**src/rtl/puf_pkg.sv**
```systemverilog
// rtl/puf_pkg.sv - shared types, default LFSR taps and challenge-advance function for the PUF challenge driver
//
// Contents:
//   puf_state_e  - FSM state encoding used by puf_challenge_driver
//   TAPS_128     - default feedback mask for x^128 + x^126 + x^101 + x^99 + 1
//   lfsr_next    - one Fibonacci shift-left step for any width up to 128 bits
package puf_pkg;

    typedef enum logic [2:0] {
        ST_IDLE   = 3'd0,
        ST_CLEAR  = 3'd1,
        ST_LAUNCH = 3'd2,
        ST_SETTLE = 3'd3,
        ST_SAMPLE = 3'd4,
        ST_DONE   = 3'd5
    } puf_state_e;

    // Polynomial term x^k maps to tap bit k-1 because the feedback bit enters at bit 0
    // and the register shifts towards the MSB.
    localparam logic [127:0] TAPS_128 = (128'd1 << 127) | (128'd1 << 125)
                                      | (128'd1 << 100) | (128'd1 << 98);

    // Narrower challenges are zero-extended on entry; the result is masked back
    // to 'width' bits so the caller can simply truncate it.
    function automatic logic [127:0] lfsr_next(input logic [127:0] challenge,
                                               input logic [127:0] taps,
                                               input int unsigned  width);
        logic [127:0] mask;
        mask = (width >= 128) ? '1 : ((128'd1 << width) - 128'd1);
        return {challenge[126:0], ^(challenge & taps)} & mask;
    endfunction

endpackage

```
**src/rtl/puf_lfsr.sv**
```systemverilog
// rtl/puf_lfsr.sv - challenge register: seed load with zero guard and LFSR advance
//
// Ports:
//   clk, reset  - clock, synchronous active-high reset (challenge returns to SEED)
//   load, seed  - load a new seed; a zero seed is replaced by 1 so the LFSR cannot lock up
//   advance     - step the LFSR once
//   challenge   - current challenge value
module puf_lfsr
    import puf_pkg::*;
#(
    parameter int           N    = 128,
    parameter logic [N-1:0] TAPS = TAPS_128[N-1:0],
    parameter logic [N-1:0] SEED = N'(1)
) (
    input  logic         clk,
    input  logic         reset,
    input  logic         load,
    input  logic [N-1:0] seed,
    input  logic         advance,
    output logic [N-1:0] challenge
);

    always_ff @(posedge clk) begin
        if (reset) begin
            challenge <= SEED;
        end else if (load) begin
            challenge <= (seed == '0) ? N'(1) : seed;
        end else if (advance) begin
            challenge <= N'(lfsr_next(128'(challenge), 128'(TAPS), N));
        end
    end

endmodule

```
**src/rtl/puf_challenge_driver.sv**
```systemverilog
// rtl/puf_challenge_driver.sv - arbiter-PUF initiator: challenge sequencing, launch/sample timing, response packing
//
// Optional feature macro: PUF_MAJORITY_VOTE_EN (each challenge evaluated three times,
// majority bit packed). Default build evaluates each challenge once.
//
// Ports:
//   clk, reset             - clock, synchronous active-high reset
//   start                  - request one response word (IDLE only)
//   seed_load, seed        - load challenge seed (IDLE only, wins over start)
//   puf_sel                - challenge onto the arbiter chain select bus
//   puf_in                 - launch edge into the chain
//   puf_reset              - clears the arbiter output latch
//   puf_out                - arbiter response bit
//   resp_data, resp_valid,
//   resp_ready             - packed response word handshake, first sample at MSB
//   busy                   - high whenever not IDLE
module puf_challenge_driver
    import puf_pkg::*;
#(
    parameter int           N             = 128,
    parameter int           RESP_BITS     = 32,
    parameter int           SETTLE_CYCLES = 8,
    parameter logic [N-1:0] TAPS          = TAPS_128[N-1:0],
    parameter logic [N-1:0] SEED          = N'(1)
) (
    input  logic                 clk,
    input  logic                 reset,
    input  logic                 start,
    input  logic                 seed_load,
    input  logic [N-1:0]         seed,
    output logic [N-1:0]         puf_sel,
    output logic                 puf_in,
    output logic                 puf_reset,
    input  logic                 puf_out,
    output logic [RESP_BITS-1:0] resp_data,
    output logic                 resp_valid,
    input  logic                 resp_ready,
    output logic                 busy
);

    localparam logic [2:0] S_IDLE   = ST_IDLE;
    localparam logic [2:0] S_CLEAR  = ST_CLEAR;
    localparam logic [2:0] S_LAUNCH = ST_LAUNCH;
    localparam logic [2:0] S_SETTLE = ST_SETTLE;
    localparam logic [2:0] S_SAMPLE = ST_SAMPLE;
    localparam logic [2:0] S_DONE   = ST_DONE;

    localparam int BW = (RESP_BITS > 1) ? $clog2(RESP_BITS) : 1;
    localparam int SW = (SETTLE_CYCLES > 1) ? $clog2(SETTLE_CYCLES) : 1;

    localparam logic [BW-1:0] LAST_BIT    = BW'(RESP_BITS - 1);
    localparam logic [SW-1:0] SETTLE_LOAD = SW'(SETTLE_CYCLES - 1);

    logic [2:0]    state;
    logic [BW-1:0] bit_cnt;
    logic [SW-1:0] settle_cnt;
    logic          bit_done;    // this SAMPLE finishes a response bit
    logic          sample_bit;  // bit shifted into resp_data when bit_done

    // Challenge only moves on the edge that leaves a bit-completing SAMPLE, so
    // puf_sel is stable for every evaluation of the same challenge.
    puf_lfsr #(
        .N    (N),
        .TAPS (TAPS),
        .SEED (SEED)
    ) u_lfsr (
        .clk       (clk),
        .reset     (reset),
        .load      ((state == S_IDLE) && seed_load),
        .seed      (seed),
        .advance   ((state == S_SAMPLE) && bit_done),
        .challenge (puf_sel)
    );

`ifdef PUF_MAJORITY_VOTE_EN
    logic [1:0] eval_cnt;
    logic [1:0] ones_cnt;
    logic [1:0] ones_sum;

    // At most two ones are held before the third sample, so the sum fits in 2 bits
    // and ones>=2 reduces to its MSB.
    assign ones_sum   = ones_cnt + {1'b0, puf_out};
    assign bit_done   = (eval_cnt == 2'd2);
    assign sample_bit = ones_sum[1];

    always_ff @(posedge clk) begin
        if (reset) begin
            eval_cnt <= '0;
            ones_cnt <= '0;
        end else if (state == S_SAMPLE) begin
            if (bit_done) begin
                eval_cnt <= '0;
                ones_cnt <= '0;
            end else begin
                eval_cnt <= eval_cnt + 2'd1;
                ones_cnt <= ones_sum;
            end
        end
    end
`else
    assign bit_done   = 1'b1;
    assign sample_bit = puf_out;
`endif

    always_ff @(posedge clk) begin
        if (reset) begin
            state      <= S_IDLE;
            bit_cnt    <= '0;
            settle_cnt <= '0;
            resp_data  <= '0;
        end else begin
            case (state)
                S_IDLE: begin
                    if (!seed_load && start) begin
                        state   <= S_CLEAR;
                        bit_cnt <= '0;
                    end
                end
                S_CLEAR: begin
                    state <= S_LAUNCH;
                end
                S_LAUNCH: begin
                    settle_cnt <= SETTLE_LOAD;
                    state      <= S_SETTLE;
                end
                S_SETTLE: begin
                    if (settle_cnt == '0) begin
                        state <= S_SAMPLE;
                    end else begin
                        settle_cnt <= settle_cnt - 1'b1;
                    end
                end
                S_SAMPLE: begin
                    if (bit_done) begin
                        resp_data <= RESP_BITS'({resp_data, sample_bit});
                        if (bit_cnt == LAST_BIT) begin
                            state <= S_DONE;
                        end else begin
                            bit_cnt <= bit_cnt + 1'b1;
                            state   <= S_CLEAR;
                        end
                    end else begin
                        state <= S_CLEAR;
                    end
                end
                S_DONE: begin
                    if (resp_ready) begin
                        state <= S_IDLE;
                    end
                end
                default: begin
                    state <= S_IDLE;
                end
            endcase
        end
    end

    // The latch is held clear whenever no evaluation is in flight; SAMPLE keeps it
    // released so the arbiter decision is still visible when it is captured.
    assign puf_in     = (state == S_LAUNCH) || (state == S_SETTLE);
    assign puf_reset  = (state == S_IDLE) || (state == S_CLEAR) || (state == S_DONE);
    assign resp_valid = (state == S_DONE);
    assign busy       = (state != S_IDLE);

endmodule

```
**config.mk**
```make
export PLATFORM = sky130hd
export DESIGN_NAME = puf_challenge_driver
export DESIGN_NICKNAME = d
export VERILOG_FILES = /design/src/rtl/puf_pkg.sv /design/src/rtl/puf_lfsr.sv /design/src/rtl/puf_challenge_driver.sv
export SDC_FILE = /design/constraint.sdc
export NUM_CORES = 1
export LEC_CHECK = 0
export CAP_MARGIN = 10
export CORE_ASPECT_RATIO = 1.75
export CORE_MARGIN = 2
export CORE_UTILIZATION = 48
export CTS_CLUSTER_DIAMETER = 100
export CTS_CLUSTER_SIZE = 14
export DETAILED_ROUTE_END_ITERATION = 8
export PLACE_DENSITY = 0.86
export SYNTH_ARGS = -nofsm -noshare
export SYNTH_HDL_FRONTEND = slang
export SYNTH_HIERARCHICAL = 1
export SYNTH_SLANG_ARGS = --single-unit
export TNS_END_PERCENT = 5
```
**constraint.sdc**
```tcl
create_clock -name clk -period 3.8 [get_ports clk]
set_clock_uncertainty 0.1 [all_clocks]
set_input_delay 1.14 -clock clk [delete_from_list [all_inputs] [get_ports clk]]
set_output_delay 1.14 -clock clk [all_outputs]
set_load 0.02 [all_outputs]
```
* After elaboration in Yosys (flattened, before gate mapping)
Cells that the tools add are included.
** Word-level totals
- Register bits after elaboration :: 171
- Bits in latches :: 0
- RAM bits :: 0
- Memory bits (read-only) :: 0
- Bits of input ports :: 134
- Output and inout port bits :: 164
- Word-level logic and storage cells :: 48
- Memories kept :: 0
** Cells by class
- Add/subtract/negate cells :: 2
- $mul :: 0
- Divide/modulo/power cells :: 0
- $lt $le $gt $ge :: 0
- Equality and inequality tests :: 11
- Shifts and indexed selects :: 0
- Multiplexer cells :: 13
- Bitwise logic cells :: 0
- Reduce and logical (&&, ||, !) cells :: 17
** Operators by type and width (number)
- $mux 128 :: 3
- $logic_not 128->1 :: 1
- $reduce_xor 128->1 :: 1
- $pmux 3 s6 :: 1
- $mux 3 :: 5
- $mux 5 :: 2
- $pmux 5 s2 :: 1
- $eq 3x2->1 const B :: 2
- $eq 3x3->1 const B :: 2
- $logic_not 3->1 :: 2
- $ne 2x2->1 const B :: 3
- $pmux 3 s2 :: 1
- $reduce_and 3->1 :: 2
- $reduce_bool 2->1 :: 3
- $add 5x1->5 const B :: 1
- $eq 5x5->1 const B :: 1
- $ne 2x1->1 const B :: 2
- $eq 3x1->1 const B :: 1
- $logic_or 1x1->1 :: 3
- $reduce_bool 3->1 :: 1
- $sub 3x1->3 const B :: 1
- $logic_and 1x1->1 :: 2
- $reduce_and 2->1 :: 1
- $logic_not 1->1 :: 1

* Logic depth before layout (Yosys ltp)
- Word-level depth :: 4
- Gate-level depth with buffers :: 12

* Modules after synthesis
Netlist, hierarchy kept.
** Modules (own cells, without submodules)
- puf_lfsr :: times used 1, cells each 744, area an instance 6073.3 um^2, seq. area each 2562.5 um^2
- puf_challenge_driver :: times used 1, cells each 219, area an instance 1800.5 um^2, seq. area each 860.8 um^2

* Least setup slack after synthesis
OpenSTA, ideal clock, no wires.
- Path type :: reg-to-output
- Start point :: register state[0]
- End point :: output port resp_valid
- Arrival :: 1.060 ns
- Data required time :: 2.560 ns
- Slack :: 1.500 ns
- Cell stages (with the launch flop) :: 4
- Path buffers :: 1
- Cells stage by stage :: dfxtp_1 buf_6 inv_1 nor3b_1
** On the way
- Word-level cells in the longest chain between the ends :: 1
** Ends and longest elaborated chain
- from (decl) :: RTL line puf_challenge_driver.sv:54 : logic [2:0] state;
- from (signal assigned) :: RTL line puf_challenge_driver.sv:107 : state <= S_IDLE;
- from (signal assigned) :: RTL line puf_challenge_driver.sv:115 : state <= S_CLEAR;
- from (signal assigned) :: RTL line puf_challenge_driver.sv:120 : state <= S_LAUNCH;
- $eq 3x3->1 :: RTL line puf_challenge_driver.sv:162 : assign resp_valid = (state == S_DONE);
- to (decl) :: RTL line puf_challenge_driver.sv:36 : output logic resp_valid,
Every way passes these cells.

* Worst setup path in the final report
Same ends and word-level chain as after synthesis.

==> results list <==
- Routed signal wires occupy layers up through met4.
- Clock-pin slew was measured on the worst setup and hold paths at 0.07 ns.
- Initial antenna violation count: 0
- Clock tree synthesis inserted a total of 17 buffers.
- PortBufs: 297
- Wire length on met3: 1860 um
* Layout fillers: 1285
- Routed met2 length: 13200 um
- Detailed routing inserted a total of 7773 vias.
* Startpoint class of the critical path: register
- Hold bufs inserted after CTS: 0
- Counting I/O delays and the setup requirement, the final critical path takes 3.24 ns.
- In this run the most critical hold path is launched from resp_data[13].
* DIE AREA: 17500 sq um
- Root buffer cell: clkbuf_16
- Peak supply drop: 0.000338 V
- At the end of routability-driven placement, the weighted congestion stood at 0.834.
- No sink is reached through more buffers than the 2 on the longest clock path.
- Across the run, the number of max-cap violations was 0.
- In this run, the number of DRC markers left after iteration 0 of detailed routing was 297.
- Beginning of the critical path: state[0]
* Critical-path maximum fanout: 10
* Number of different library cells in the post-synthesis netlist: 37
- The via count of the first global-routing pass is 7770.
* Number of flip-flops and latches in the synthesized netlist: 171
- Static leakage power: 3.97 nW
- Fraction of layout instances using a drive strength above 1: 0.0437
- The cell area that synthesis handed to floorplanning was 7870 sq um.
* Setup ws final: 0.556 ns
* Mapped Avg Cell Area: 8.18 sq um
- The final number of hold-violating endpoints is 0.
- Req. time, crit path: 2.56 ns
- DRT met1 WL: 8780 um
- Measured slew at the worst slew-check pin: 0.723 ns
- TritonCTS built the clock tree.
* Tot Pwr: 5.48 mW
- Across the whole layout, storage elements account for 3420 sq um.
* Post-synthesis instance total: 963
- The repair_antennas step left the layout with diodes totalling 0.
* Number of slew-limit violations in the final report: 0
- Static timing analysis puts the maximum clock frequency at 0.308 GHz.
- The run finished with clean final reports.
* Pre-CTS WS: 0.665 ns
- In the final routed layout, each cell accounts on average for 17.4 um.
- After detailed routing, the number of remaining DRC violations is 0.
* Clock Latency Late Sink: 0.43 ns
* Post-DP HPWL: 18100 um
- In this run the worst hold path is classified as register to register.
- Of the available clock period, the critical path in the final layout requires 0.854.
- Worst setup path class: register to output pin
* Area Overhead vs Synth: 45.5%
- For this run, the detailed router's first-pass iteration total came to 7.
* Ports: 298
- H-Tree Level Count: 4
- FF-to-FF Start: state[2]
- Clock tree sinks: 171
- Data arrival, critical path: 2.00 ns
* Overall overflow remaining after global route: 0
- Kind of end point of the critical path: output pin
- Setup repair after global routing left no endpoint under its margin.
- The first global-routing pass estimated 38800 um of wire.
- For this run, the post-layout net count is 1362.
* Global-route total usage across every layer: 0.280
* Nets in the synthesized netlist: 1101
- Synth async-reset ratio: 0
* Horizontal die dimension: 101 um
- Combined area of the multi-input logic cells: 4000 sq um
* Total length of routed wires: 24800 um
- Standard cell core area: 16200 sq um
- The detail route stage leaves a number of antenna-violating nets equal to 0.
- Maximum number of pins on one net before global-route repair: 82
- Measured along the y axis, the die boundary spans 173 um.
- Row Count: 62
- Setup TNS: 0 ns
- In this run the power density over the cells is 478 nW/um^2.
- Synthesis Warnings: 6
- Vias per inst: 5.44
- Normalized max-slew margin: 0.514
* Number of instances resized during post-cts repair: 0
* Total setup buffers inserted after CTS: 0
- Dominant register cell in the synthesized netlist: dfxtp_1
- Number of enable-type register cells in the synthesized netlist: 0
* Initial core utilization: 0.486
- Setup violations remaining at the end of the flow were counted as 0.
- The share of the Yosys chip area taken by registers is 0.435.
area by class of cell:
| class | count | share of cell area |
|---|---|---|
| Clock buffer | 19 | 0.0387 |
| Clock inverter | 12 | 0.0102 |
| Inverter | 7 | 0.00295 |
| Multi-Input combinational cell | 713 | 0.349 |
| Sequential cell | 171 | 0.299 |
| Tap cell | 192 | 0.0210 |
| Timing Repair Buffer | 314 | 0.279 |
Yosys cell counts, drive strengths merged (3+ instances only):
cell    count  share of area
dfxtp     171           0.43
a21oi     167           0.11
buf        39          0.038
nand2b      9         0.0072
nand2      68          0.033
inv         6         0.0029
nor2      257           0.12
nand4       8         0.0064
xnor2       3         0.0033
nor3b       4         0.0038
o21ai       5         0.0032
mux2i     129           0.16
nor4       35          0.029
ha          4         0.0064
nor3        3         0.0019
a211oi      5         0.0054
clkbuf     33          0.016
placed cells by master (no fill, tap or decap), types with 2 or more instances in the layout:
| master | instances |
|---|---|
| nand4_1 | 8 |
| nor3_1 | 3 |
| inv_1 | 6 |
| buf_4 | 9 |
| or3b_1 | 2 |
| clkbuf_16 | 17 |
| inv_8 | 2 |
| dfxtp_1 | 171 |
| buf_12 | 8 |
| mux2i_1 | 129 |
| nand3_1 | 2 |
| o21ai_0 | 5 |
| nand3b_1 | 2 |
| nor4_1 | 34 |
| ha_1 | 4 |
| nand2_1 | 67 |
| clkdlybuf4s50_1 | 296 |
| a211oi_1 | 4 |
| nor3b_1 | 4 |
| xnor2_1 | 3 |
| inv_6 | 3 |
| nand2b_1 | 9 |
| clkinv_2 | 2 |
| a21oi_1 | 167 |
| clkinvlp_4 | 4 |
| nor2_1 | 257 |
where the power goes:
group | internal (mW) | switching, mW | total (mW)
registers | 1.99 | 0.170 | 2.16
logic | 0.757 | 0.892 | 1.65
clock network | 0.925 | 0.746 | 1.67
total | 3.67 | 1.81 | 5.48
per-layer routing:
layer / GRT usage / vias to the layer above
met3: 0.0774 / 55
met2: 0.513 / 297
met1: 0.287 / 3606
met4: 0.128 / 0
li1: - / 3815
met5: 0 / -
critical path: stages (launching register included):
cell and delay (ns):
dfxtp_1 0.53, inv_1 0.20, nor3b_1 0.23, clkdlybuf4s50_1 0.63
flip-flops by register name, indices dropped and copies added (netlist names):
signal / count
bit_cnt: 5
resp_data: 32
settle_cnt: 3
state: 3
u_lfsr/challenge: 128
through the flow:
step	hold WS [ns]	instance area, sq um	util	cells
2_1_floorplan	0.353	7870	-	963
3_5_place_dp	0.362	10900	0.672	1397
5_1_grt	0.389	11500	0.707	1428
3_3_place_gp	0.343	10900	0.672	1397
4_1_cts	0.368	11500	0.707	1428
6_report	0.362	11500	0.707	1428
worst paths after layout:
check	to	slack (ns)	cells after the start
max reg2reg	u_lfsr/challenge[87]	1.11	8
min reg2reg	resp_data[14]	0.36	2
min	resp_data[14]	0.36	2
max	resp_valid	0.56	3
logic make-up (layout without fill, tap and decap cells):
| group | Yosys count | in the layout | synth area share |
|---|---|---|---|
| AO/OA/AOI/OAI | 181 | 181 | 0.120 |
| XOR/XNOR | 4 | 4 | 0.00445 |
| adder cells (fa/ha/maj) | 4 | 4 | 0.00636 |
| buffers and inverters | 79 | 352 | 0.0575 |
| flip-flops | 171 | 171 | 0.435 |
| multiplexers | 129 | 129 | 0.164 |
| AND/OR/NAND/NOR | 395 | 395 | 0.213 |
No activity file was read; power rests on OpenSTA's default activity.
==> patch 1: new RTL, same flow settings <==
The option `PUF_MAJORITY_VOTE_EN` is turned on by a define.
--- a/src/rtl/puf_challenge_driver.sv
+++ b/src/rtl/puf_challenge_driver.sv
@@ -14,6 +14,8 @@
 //   resp_data, resp_valid,
 //   resp_ready             - packed response word handshake, first sample at MSB
 //   busy                   - high whenever not IDLE
+`define PUF_MAJORITY_VOTE_EN
+
 module puf_challenge_driver
     import puf_pkg::*;
 #(
Function: no difference found for any inputs over 4 cycles, from zero or initial values and one cycle with reset high; that may be too few to reach the edited logic, so the function may still have changed.
==> patch 1 against the original RTL <==
- sequential cell count increased by 4
- worst setup slack lost 120 ps
- global-route usage is 0.73 points lower
- worst hold slack lost 1.5 ps
- fmax fell by 3.7%
- total power is 30% higher
- clock power grew 9%
- synthesized area grew 1.9%
- design area is 2.0% higher
- via count grew 3.4%
- cell count rose by 4.0%
- routed wire length rose by 0.51%
- critical path type unchanged
- critical endpoint is now puf_in
- highest routed layer unchanged
==> patch 1: results (changes against the original RTL) <==
* Status: completed
* Top Registers: u_lfsr/challenge: 128 flops, resp_data: 32 flops, bit_cnt: 5 flops
* Sequential area share after synthesis at 0.4365 (+0.001708)
* Clock root cell: clkbuf_16
* Synth cell count leaders: nor2_1 (270), dfxtp_1 (175), a21oi_1 (167)
* Hold path start: resp_data[31]
* Filler cell count at 1259 (-2.0%)
* Share of cells above drive strength 1 at 0.04362 (-0.00007314)
* Setup TNS at 0 ps (unchanged)
* Final net count at 1387 (+1.8%)
* DP Worst Slack at 285.9 ps (-379.5 ps)
* Worst hold stages at 2 (unchanged)
* Antenna violations before repair at 0 (unchanged)
* Distinct cells, synth at 39 (+5.4%)
* Ant. Diodes at 0 (unchanged)
* Vias per cell at 5.410 (-0.61%)
* Leak pwr at 0.004080 uW (+2.8%)
* Routed WL per cell at 16.78 um (-3.3%)
* Grt met3 use at 0.05280 (-0.02462)
* Launching point of the worst reg2reg path: state[2]
* Post-CTS setup buffers at 0 (unchanged)
* Max Fanout on Critical Path at 10 (unchanged)
* WHS Endpoint: resp_data[31]
* Htree depth at 4 (unchanged)
* CTS Buf Count at 17 (unchanged)
* Final GP Congestion at 0.9697 (+16%)
* Post-DP Area at 11070 um^2 (+1.5%)
* Slew HR at 0.5181 (+0.004570)
* Clk_lat worst skew at 430 ps (about the same)
* Dpl hpwl at 18.31 mm (+1.0%)
* Global-route wire length before repair at 38.78 mm (about the same)
* M2 GR Usage at 0.4731 (-0.03992)
* Vias in the first global route at 7774 (+0.051%)
* Worst r2r dst: u_lfsr/challenge[35]
* Crit path DAT at 2130 ps (+130 ps)
* DR pass1 iterations at 4 (-3)
* Worst R2R Setup Slack at 1190 ps (+80 ps)
* Port buffer count at 297 (unchanged)
* Post-Syn Nets at 1129 (+2.5%)
* Initial DRC Count at 425 (+43%)
* Grt met1 use at 0.3100 (+0.02258)
* Global route overflow at 0 (unchanged)
* VDD IR-drop max at 0.0005420 V (+60%)
* Clock buffer depth at 2 (unchanged)
* Min Hold Slack at 360.0 ps (-1.549 ps)
* Total track usage at 0.2731 (-0.007294)
* Yosys warning count at 6 (unchanged)
* Largest net degree at the start of global routing at 72 (-12%)
* Clock slew at reported path FFs at 70 ps (about the same)
* R2R depth at 8 (unchanged)
* CTS resizes at 0 (unchanged)
* Main area contributors after synthesis: dfxtp_1 (44%), mux2i_1 (16%), nor2_1 (13%), a21oi_1 (10%), nand2_1 (3.3%)
* Async set or reset register ratio after synthesis at 0 (unchanged)
[patch 1: cell count changes after synthesis, sizes merged, moves of 2 or more]
cell    delta
nor2b      +4
nand2      +4
a22oi      +2
nor2      +13
nand2b     -5
a211oi     -2
a311oi     -2
nor3b      -2
dfxtp      +4
and3       +4
[patch 1: logic make-up (layout without fill, tap and decap cells)]
logic type	Yosys count	after routing	synth area share
AO/OA/AOI/OAI	182	182	0.1168
XOR/XNOR	4	4	0.004364
adder cells (fa/ha/maj)	5	5	0.007794
buffers and inverters	80	351	0.05316
flip-flops	175	175	0.4365
multiplexers	129	129	0.1609
AND/OR/NAND/NOR	415	415	0.2206
[patch 1: layout make-up]
type | instances | area, um^2 | share of cell area
clock buffers | 17 | 425.4 | 0.03640
well taps | 224 | 280.3 | 0.02398
inverters | 7 | 33.78 | 0.002891
repair buffers | 312 | 3149 | 0.2695
flip-flops and latches | 175 | 3503 | 0.2998
multi-input cells | 735 | 4099 | 0.3507
clock inverters | 15 | 195.2 | 0.01670
[patch 1: through the flow]
step                      utilization  cells  power, uW
after global routing           0.7140   1485       7484
after floorplan                     -    990       4121
final                          0.7140   1485       7108
after detailed placement       0.6760   1453       5296
after global placement         0.6760   1453       5233
after CTS                      0.7140   1485       7125
[patch 1: worst max-delay path by stage]
stage	start	endpoint	slack [ps]	cells past startpoint
floorplan	seed_load	u_lfsr/challenge[30]	1550	6
global placement	seed[66]	u_lfsr/challenge[0]	290	6
detailed placement	seed[66]	u_lfsr/challenge[0]	290	6
CTS	state[1]	puf_in	430	2
global route	state[1]	puf_in	300	2
finish	state[1]	puf_in	430	2
[patch 1: report_power, final]
part / internal [uW] / switching [uW] / leakage, uW
Combinational: 1230 / 1540 / 0.00235
Clock: 1000 / 812 / 0.000297
Sequential: 2190 / 337 / 0.00143
[patch 1: worst max-delay path, cell delays in order, from the launching register on]
cell	delay, ps
dfxtp_1	560
nor2b_1	450
clkdlybuf4s50_1	700
[patch 1: layer usage]
layer  vias up  routed length (um)  share of wire
met5         -                   0              0
met4         0                1272          0.051
met3        75                1341          0.054
met2       293               12800           0.51
met1      3769                9506           0.38
li1       3897                   -              -
==> patch 2: new RTL, config.mk and constraints unchanged <==
Made on the original files. Change the parameter `RESP_BITS` from 32 to 64.
--- a/src/rtl/puf_challenge_driver.sv
+++ b/src/rtl/puf_challenge_driver.sv
@@ -18,7 +18,7 @@
     import puf_pkg::*;
 #(
     parameter int           N             = 128,
-    parameter int           RESP_BITS     = 32,
+    parameter int           RESP_BITS     = 64,
     parameter int           SETTLE_CYCLES = 8,
     parameter logic [N-1:0] TAPS          = TAPS_128[N-1:0],
     parameter logic [N-1:0] SEED          = N'(1)
Interface: changed (resized resp_data); port bits go from 298 to 330. The function was not compared with the original's and may differ.
==> patch 2 against the original RTL <==
- design area is 12% higher
- synthesized cell count is 15% higher
- routed wire length is 16% higher
- worst setup slack worse by 100 ps
- critical path depth is 1 lower
- total power is 1.3% lower
- sequential cell count is 33 higher
- synthesized area is 14% higher
- critical path type unchanged
- largest power group unchanged
==> patch 2: results (changes against the original RTL) <==
* Ant. Diodes at 1 (+1)
* Final GP Congestion at 0.8772 (+5.2%)
* Dpl hpwl at 21.23 mm (+17%)
* Crit path DAT at 2100 ps (+100 ps)
* Sequential area share after synthesis at 0.4553 (+0.02052)
* Non-clk invs at 8 (+1)
* NonClk Buf Share at 0.2775 (-0.001946)
* Final net count at 1536 (+13%)
* WHS Endpoint: resp_data[37]
* Vias in the first global route at 8390 (+8.0%)
* Antenna violations before repair at 1 (+1)
* Largest net degree at the start of global routing at 83 (+1.2%)
* R2R depth at 7 (-1)
* Top Registers: u_lfsr/challenge: 128 flops, resp_data: 64 flops, bit_cnt: 6 flops
* Port buffer count at 329 (+11%)
* Global-route wire length before repair at 43.21 mm (+11%)
* Filler cell count at 1387 (+7.9%)
* Multi-input gate area at 4395 um^2 (+9.9%)
* Xor and xnor fraction of the mapped netlist area at 0.002929 (-0.001520)
* Worst R2R Setup Slack at 930 ps (-180 ps)
* Routed WL per cell at 17.60 um (+1.3%)
* Flip-flop and latch area at 4084 um^2 (+19%)
* Adder-cell share of the synthesized area at 0.004185 (-0.002172)
* Multi-input comb cells at 816 (+14%)
* Post-synthesis compound-gate area fraction at 0.1230 (+0.003214)
* VDD IR-drop max at 0.0004614 V (+37%)
* Worst-Margin Slew at 763.2 ps (+40.14 ps)
* Hold path start: resp_data[36]
* DR pass1 iterations at 5 (-2)
* Leak pwr at 0.004412 uW (+11%)
* Clock buffer depth at 3 (+1)
* Post-Syn Nets at 1247 (+13%)
* Htree depth at 1 (-3)
* Status: completed
* Max Fanout on Critical Path at 17 (+7)
* Seq cells post-synth at 204 (+19%)
* Minimum clock period at 3345 ps (+100.9 ps)
* Synth cell count leaders: nor2_1 (260), dfxtp_1 (204), a21oi_1 (201)
* Total track usage at 0.2757 (-0.004658)
* Worst r2r dst: u_lfsr/challenge[34]
* Mux cell area share after synthesis at 0.1417 (-0.02227)
[patch 2: critical path, cell delays in order (launching register included)]
cell and delay [ps]:
dfxtp_1 650, or3_1 300, clkdlybuf4s50_1 660
[patch 2: worst max-delay path by stage]
stage / cells after the start / end / start
5_1_grt: 2 / busy / state[2]
3_3_place_gp: 7 / u_lfsr/challenge[0] / seed[66]
2_1_floorplan: 7 / u_lfsr/challenge[30] / seed_load
3_5_place_dp: 7 / u_lfsr/challenge[0] / seed[66]
4_1_cts: 2 / busy / state[2]
6_report: 2 / busy / state[2]
[patch 2: power by group through the flow]
| stage | clock (uW) | combinational (uW) | sequential [uW] |
|---|---|---|---|
| floorplan | 0 | 560 | 2590 |
| global placement | 0 | 1300 | 2470 |
| detailed placement | 0 | 1320 | 2470 |
| CTS | 1680 | 1330 | 2420 |
| global route | 1740 | 1440 | 2440 |
| finish | 1650 | 1340 | 2420 |
[patch 2: layer usage]
layer,track usage,vias up,part of all wire
met1,0.2867,4117,0.35
met5,0,-,0
li1,-,4322,-
met3,0.07671,78,0.084
met2,0.5038,387,0.51
met4,0.1318,0,0.051
[patch 2: logic make-up after synthesis]
| group | count (synthesis) |
|---|---|
| mux | 127 |
| fa+ha+maj | 3 |
| simple gates | 469 |
| compound gates | 214 |
| xor+xnor | 3 |
| flops | 204 |
| buf+inv | 90 |
[patch 2: stage by stage]
stage	cells	hold slack, ps	area, um^2	power, uW	utilization
global route	1638	388.5	12870	5628	0.6991
finish	1638	355.5	12870	5407	0.6991
floorplan	1110	336.7	8970	3154	-
detailed placement	1617	348.0	12390	3792	0.6726
global placement	1617	344.9	12390	3769	0.6726
CTS	1637	356.5	12870	5437	0.6989
